[src/rtl/dcache_store_buffer_pkg.sv]
// Shared encodings for the writeback -> dcache store path.
// The size codes are common to writeback, the store buffer and the dcache.
package dcache_store_buffer_pkg;

  localparam logic [1:0] SB_SIZE_BYTE  = 2'b00;
  localparam logic [1:0] SB_SIZE_WORD  = 2'b01;
  localparam logic [1:0] SB_SIZE_DWORD = 2'b10;
  localparam logic [1:0] SB_SIZE_QWORD = 2'b11;

  // Loads and stores are compared on 8-byte granules, whatever their size.
  localparam int SB_GRANULE_SHIFT = 3;

endpackage

[src/rtl/dcache_store_buffer_if.sv]
// Bundle of the store-buffer bus signals: writeback store input, dcache write
// port and the load-conflict probe.
//
// Handshakes:
//   writeback side: a store transfers on a rising edge where wb_dcache_write and
//   In_write_ready are both high; writeback holds the store while ready is low.
//   dcache side: the head transfers on a rising edge where mem_wr_req and
//   mem_wr_ack are both high; the head is stable while req is high and ack low.
interface dcache_store_buffer_if #(
  parameter int ADDR_W = 32,
  parameter int DATA_W = 64
);
  logic              wb_dcache_write;
  logic [ADDR_W-1:0] wb_dcache_addr;
  logic [DATA_W-1:0] wb_dcache_data;
  logic [1:0]        wb_dcache_size;
  logic              In_write_ready;

  logic              mem_wr_req;
  logic [ADDR_W-1:0] mem_wr_addr;
  logic [DATA_W-1:0] mem_wr_data;
  logic [1:0]        mem_wr_size;
  logic              mem_wr_ack;

  logic              ld_chk_v;
  logic [ADDR_W-1:0] ld_chk_addr;
  logic              ld_conflict;
  logic              sb_empty;

  // Store buffer side.
  modport slave (
    input  wb_dcache_write, wb_dcache_addr, wb_dcache_data, wb_dcache_size,
    input  mem_wr_ack, ld_chk_v, ld_chk_addr,
    output In_write_ready, mem_wr_req, mem_wr_addr, mem_wr_data, mem_wr_size,
    output ld_conflict, sb_empty
  );

  // Environment side (writeback + dcache).
  modport master (
    output wb_dcache_write, wb_dcache_addr, wb_dcache_data, wb_dcache_size,
    output mem_wr_ack, ld_chk_v, ld_chk_addr,
    input  In_write_ready, mem_wr_req, mem_wr_addr, mem_wr_data, mem_wr_size,
    input  ld_conflict, sb_empty
  );
endinterface

[src/rtl/dcache_store_buffer_granule_match.sv]
// One-entry granule comparator: flags a valid store whose 8-byte granule
// equals the load's granule.
module sb_granule_match
  import dcache_store_buffer_pkg::*;
#(
  parameter int ADDR_W = 32
) (
  input  logic              valid,
  input  logic [ADDR_W-1:0] entry_addr,
  input  logic [ADDR_W-1:0] load_addr,
  output logic              match
);

  // Compare granule numbers; the byte offset inside the granule is ignored.
  assign match = valid && ((entry_addr >> SB_GRANULE_SHIFT) == (load_addr >> SB_GRANULE_SHIFT));

endmodule

[src/rtl/dcache_store_buffer.sv]
// In-order store buffer between writeback and the dcache write port.
// Circular FIFO of committed stores, drained one per ack, with a conservative
// load-overlap check against pending and same-cycle incoming stores.
module dcache_store_buffer
  import dcache_store_buffer_pkg::*;
#(
  parameter int DEPTH  = 4,
  parameter int ADDR_W = 32,
  parameter int DATA_W = 64
) (
  input  logic                  CLK,
  input  logic                  RST,
  dcache_store_buffer_if.slave  sb
);

  localparam int PTR_W = $clog2(DEPTH);
  localparam int CNT_W = PTR_W + 1;

  logic [ADDR_W-1:0] addr_q  [DEPTH];
  logic [DATA_W-1:0] data_q  [DEPTH];
  logic [1:0]        size_q  [DEPTH];
  logic              valid_q [DEPTH];

  logic [PTR_W-1:0]  rd_ptr;
  logic [PTR_W-1:0]  wr_ptr;
  logic [CNT_W-1:0]  count;

  logic              push;
  logic              pop;
  logic [DEPTH:0]    match;

  // Ready/req come from the registered count only: no same-cycle bypass.
  assign sb.In_write_ready = (count != CNT_W'(DEPTH));
  assign sb.mem_wr_req     = (count != '0);
  assign sb.sb_empty       = (count == '0);

  assign push = sb.wb_dcache_write && sb.In_write_ready;
  assign pop  = sb.mem_wr_req && sb.mem_wr_ack;

  assign sb.mem_wr_addr = addr_q[rd_ptr];
  assign sb.mem_wr_data = data_q[rd_ptr];
  assign sb.mem_wr_size = size_q[rd_ptr];

  // Entry storage, pointers and occupancy; reset discards everything pending.
  always_ff @(posedge CLK) begin
    if (RST) begin
      for (int i = 0; i < DEPTH; i++) begin
        addr_q[i]  <= '0;
        data_q[i]  <= '0;
        size_q[i]  <= SB_SIZE_BYTE;
        valid_q[i] <= 1'b0;
      end
      rd_ptr <= '0;
      wr_ptr <= '0;
      count  <= '0;
    end else begin
      // push and pop never target the same slot: push needs count < DEPTH,
      // pop needs count > 0, so wr_ptr != rd_ptr whenever both happen.
      if (push) begin
        addr_q[wr_ptr]  <= sb.wb_dcache_addr;
        data_q[wr_ptr]  <= sb.wb_dcache_data;
        size_q[wr_ptr]  <= sb.wb_dcache_size;
        valid_q[wr_ptr] <= 1'b1;
        wr_ptr          <= wr_ptr + PTR_W'(1);
      end
      if (pop) begin
        valid_q[rd_ptr] <= 1'b0;
        rd_ptr          <= rd_ptr + PTR_W'(1);
      end
      case ({push, pop})
        2'b10:   count <= count + CNT_W'(1);
        2'b01:   count <= count - CNT_W'(1);
        default: count <= count;
      endcase
    end
  end

  // One comparator per entry plus one for the store being accepted this cycle.
  for (genvar i = 0; i < DEPTH; i++) begin : g_entry_match
    sb_granule_match #(.ADDR_W(ADDR_W)) u_match (
      .valid      (valid_q[i]),
      .entry_addr (addr_q[i]),
      .load_addr  (sb.ld_chk_addr),
      .match      (match[i])
    );
  end

  sb_granule_match #(.ADDR_W(ADDR_W)) u_incoming_match (
    .valid      (push),
    .entry_addr (sb.wb_dcache_addr),
    .load_addr  (sb.ld_chk_addr),
    .match      (match[DEPTH])
  );

  assign sb.ld_conflict = sb.ld_chk_v && (|match);

endmodule

[src/flat_wrapper.sv]
// flat-port wrapper written by rule: the top's interface ports become plain ports
module dcache_store_buffer_flat import dcache_store_buffer_pkg::*;
#(
  parameter int DEPTH  = 4,
  parameter int ADDR_W = 32,
  parameter int DATA_W = 64
)
  (CLK, RST, sb_wb_dcache_write, sb_wb_dcache_addr, sb_wb_dcache_data, sb_wb_dcache_size, sb_mem_wr_ack, sb_ld_chk_v, sb_ld_chk_addr, sb_In_write_ready, sb_mem_wr_req, sb_mem_wr_addr, sb_mem_wr_data, sb_mem_wr_size, sb_ld_conflict, sb_sb_empty);
  dcache_store_buffer_if #(.ADDR_W(ADDR_W), .DATA_W(DATA_W)) sb_i ();
  input  logic CLK;
  input  logic RST;
  input wire logic [$bits(sb_i.wb_dcache_write)-1:0] sb_wb_dcache_write;
  input wire logic [$bits(sb_i.wb_dcache_addr)-1:0] sb_wb_dcache_addr;
  input wire logic [$bits(sb_i.wb_dcache_data)-1:0] sb_wb_dcache_data;
  input wire logic [$bits(sb_i.wb_dcache_size)-1:0] sb_wb_dcache_size;
  input wire logic [$bits(sb_i.mem_wr_ack)-1:0] sb_mem_wr_ack;
  input wire logic [$bits(sb_i.ld_chk_v)-1:0] sb_ld_chk_v;
  input wire logic [$bits(sb_i.ld_chk_addr)-1:0] sb_ld_chk_addr;
  output wire logic [$bits(sb_i.In_write_ready)-1:0] sb_In_write_ready;
  output wire logic [$bits(sb_i.mem_wr_req)-1:0] sb_mem_wr_req;
  output wire logic [$bits(sb_i.mem_wr_addr)-1:0] sb_mem_wr_addr;
  output wire logic [$bits(sb_i.mem_wr_data)-1:0] sb_mem_wr_data;
  output wire logic [$bits(sb_i.mem_wr_size)-1:0] sb_mem_wr_size;
  output wire logic [$bits(sb_i.ld_conflict)-1:0] sb_ld_conflict;
  output wire logic [$bits(sb_i.sb_empty)-1:0] sb_sb_empty;
  assign sb_i.wb_dcache_write = sb_wb_dcache_write;
  assign sb_i.wb_dcache_addr = sb_wb_dcache_addr;
  assign sb_i.wb_dcache_data = sb_wb_dcache_data;
  assign sb_i.wb_dcache_size = sb_wb_dcache_size;
  assign sb_i.mem_wr_ack = sb_mem_wr_ack;
  assign sb_i.ld_chk_v = sb_ld_chk_v;
  assign sb_i.ld_chk_addr = sb_ld_chk_addr;
  assign sb_In_write_ready = sb_i.In_write_ready;
  assign sb_mem_wr_req = sb_i.mem_wr_req;
  assign sb_mem_wr_addr = sb_i.mem_wr_addr;
  assign sb_mem_wr_data = sb_i.mem_wr_data;
  assign sb_mem_wr_size = sb_i.mem_wr_size;
  assign sb_ld_conflict = sb_i.ld_conflict;
  assign sb_sb_empty = sb_i.sb_empty;
  dcache_store_buffer #(.DEPTH(DEPTH), .ADDR_W(ADDR_W), .DATA_W(DATA_W)) u_core (.CLK(CLK), .RST(RST), .sb(sb_i));
endmodule
[config.mk]
export PLATFORM = sky130hd
export DESIGN_NAME = dcache_store_buffer_flat
export DESIGN_NICKNAME = d
export VERILOG_FILES = /design/src/rtl/dcache_store_buffer_pkg.sv /design/src/rtl/dcache_store_buffer_if.sv /design/src/rtl/dcache_store_buffer_granule_match.sv /design/src/rtl/dcache_store_buffer.sv /design/src/flat_wrapper.sv
export SDC_FILE = /design/constraint.sdc
export NUM_CORES = 1
export LEC_CHECK = 0
export CORE_MARGIN = 3
export CORE_UTILIZATION = 51
export CTS_CLUSTER_SIZE = 40
export DETAILED_ROUTE_END_ITERATION = 12
export PLACE_DENSITY = 0.83
export SYNTH_ARGS = -nofsm -noshare
export SYNTH_HDL_FRONTEND = slang
export SYNTH_SLANG_ARGS = --single-unit
[constraint.sdc]
create_clock -name CLK -period 8.4 [get_ports CLK]
set_input_delay 1.26 -clock CLK [delete_from_list [all_inputs] [get_ports CLK]]
set_output_delay 1.26 -clock CLK [all_outputs]
set_load 0.05 [all_outputs]
==> flow_metrics.tcl <==
set metrics [dict create \
    fp-row-count 70 \
    crit_path_frequent_cell "clkdlybuf4s50_1" \
    numCtsBuffers 43 \
    start_util 0.5191 \
    grt_start_max_net_pins 100 \
    yosysTopAreaCell "edfxtp_1" \
    rsz0062_at_grt "no" \
    clk_path_buf_depth 3 \
    cts_max_level 2 \
    antenna_found_initial 3 \
    hold_ws_ps 517.2 \
    setup_viol_count_final 0 \
    met3_usage 0.05159 \
    drc 0 \
    critPathMaxFanout 5 \
    gp_congestion 0.8767 \
    core_mm2 0.03679 \
    nNetsFinal 1579 \
    yosysUniqueCellTypes 33 \
    die_w_um 199.5 \
    status "completed" \
    max_cap_viol_count 0 \
    synthTopCellsByArea "edfxtp_1 (62%), and2_1 (13%), mux4_2 (12%)" \
    netlist_area_mm2 0.01910 \
    crit_chain "clkdlybuf4s50_1 -> xnor2_1 -> nand4_1 -> or4_1 -> o22ai_1 -> o41a_1 -> clkdlybuf4s50_1" \
    power_mw 6.512 \
    die_y_um 199.5 \
    arrival_ps 4180 \
    clock_skew_ps 19.08 \
    cp-start-kind "primary input" \
    antenna-diode-count 0 \
    required_ps 7140 \
    ys_warn_count 0 \
    io_buffers 233 \
    grt.busiest_layer "met2" \
    grt_overflow 0 \
    grt.total_usage 0.2326 \
    final_util 0.6262 \
    cts-resized-gates 0 \
    p_leak_nw 8.190 \
    worstSetupPathType "primary input to output pin" \
    avgViaCountPerCell 5.647 \
    synth_cells 1247 \
    maxSlewViolCount 0 \
    tritoncts "done" \
    avgSynthCellArea_um2 15.31 \
    clk_pin_slew_ps 50 \
    crit_buf_inv 2 \
    stdcell_count 1937 \
    cts.sinks 405 \
    critPathTopFamily "buffers and inverters" \
    slew-limit-headroom 0.2256 \
    dieArea_mm2 0.03980 \
    max_freq_mhz 183.7 \
    grt_pass1_vias 11383 \
    drive_gt1_frac 0.1219 \
    setup_tns_ps 0 \
    clk_latency_ps 580 \
    tightestPinTransition_ps 1162 \
    ir_drop_v 0.0002092 \
    met1_usage 0.3015 \
    powerDensity_mw_per_mm2 282.7 \
    grt_pass1_wl_um 68600 \
    dp.cells 1861 \
    drtIter0Drc 920 \
    rrSetupSlack_ps 5320 \
    cts_root_buf "clkbuf_16" \
    layout_commonest_cell "and2_1" \
    hold_path_class "register to register" \
    cts_hold_buf 0 \
    vias 10938 \
    min_period_ps 5443 \
    post-route-period-util 0.6480 \
    ys_seq_area_frac 0.6300 \
    synth_seq_cells 405 \
    cpMaxStageDelayCell "clkdlybuf4s50_1" \
    synth_top_area_frac 0.6164 \
    post_cts.repair.setup_buffers 0 \
    ios 237 \
    final_cell_mix "and2_1 (394), edfxtp_1 (392), clkdlybuf4s50_1 (233), mux4_2 (98), xor2_1 (98)" \
    slowest_delay_ps 820 \
    grt.met2_usage 0.3936 \
    drt_pre_antenna_iters 5 \
    end_kind "output pin" \
    detail-route-antenna-nets 0 \
    wl_per_cell_um 23.81 \
    wl_um 46110 \
    area_growth_pct 20.61 \
    synth_nets 1388 \
    hold_viol_final 0 \
    dp_hpwl_um 27740 \
]
[stage by stage]
stage	instance area, um2	setup WS [ps]
4_1_cts	23030	2990
3_3_place_gp	21730	3010
5_1_grt	23030	2930
2_1_floorplan	19100	1900
3_5_place_dp	21730	3003
6_report	23030	2957
[sequential cells by signal, summed over array words and instances (netlist names), named ones only]
| name | cells |
|---|---|
| u_core.wr_ptr | 2 |
| u_core.rd_ptr | 2 |
| u_core.addr_q | 128 |
| u_core.valid_q | 4 |
| u_core.data_q | 256 |
| u_core.size_q | 8 |
| u_core.count | 3 |
[final cells by class]
| type | count | area (um2) |
|---|---|---|
| multi-input combinational | 735 | 6634 |
| sequential | 405 | 12040 |
| timing repair buffer | 244 | 2440 |
| tap | 468 | 585.6 |
| inverter | 9 | 33.78 |
| fill | 2705 | 13750 |
| clock inverter | 16 | 120.1 |
| clock buffer | 60 | 1181 |
[final timing paths]
check                                        from              endpoint  cells after the start
worst max-delay path            sb_ld_chk_addr[7]        sb_ld_conflict                      7
worst max register to register    u_core.count[2]  u_core.data_q[2][57]                      6
worst min-delay path              u_core.count[2]       u_core.count[2]                      2
worst min register to register    u_core.count[2]       u_core.count[2]                      2
[power breakdown]
| part | switching, mW | internal [mW] |
|---|---|---|
| registers | 0.159 | 2.45 |
| clock network | 0.769 | 1.01 |
| logic | 1.29 | 0.836 |
| total | 2.21 | 4.30 |
[per-layer routing]
metal  wire length, um  vias up
met5                36        -
met4              1293        6
met3              3889       87
met2             23420      445
met1             17470     5495
li1                  -     4905
[Yosys cell counts]
library cell,n
nor4_1,27
nor4_4,2
nand3_1,2
edfxtp_1,392
fa_1,1
nand2_1,5
a211oi_1,1
o41a_1,1
mux4_2,98
or3b_4,1
or3_1,2
inv_2,1
buf_2,12
clkbuf_2,9
or2_1,3
and3_1,1
buf_6,3
a31oi_1,1
ha_1,5
nand4_1,16
xor2_1,98
or4_1,2
dfxtp_1,13
and3_4,2
o21ai_0,2
clkbuf_1,70
and2_1,394
nor2_1,9
buf_1,4
o22ai_1,1
xnor2_1,52
inv_1,8
a21oi_1,9
[cells by family after synthesis]
kind of cell | share of synthesized area
xor gates and xnor gates | 0.06879
adders and majority gates | 0.004324
and+or+nand+nor | 0.1532
AOI/OAI and AO/OA | 0.004521
DFF | 0.6300
muxes | 0.1156
buffers and inverters | 0.02359
[worst register-to-register path, delay by kind of cell (launching register included)]
kind / cells / cell delay, ps
and+or+nand+nor: 4 / 1370
buffers and inverters: 2 / 920
DFF: 1 / 320
(Power assumes the default switching activity.)
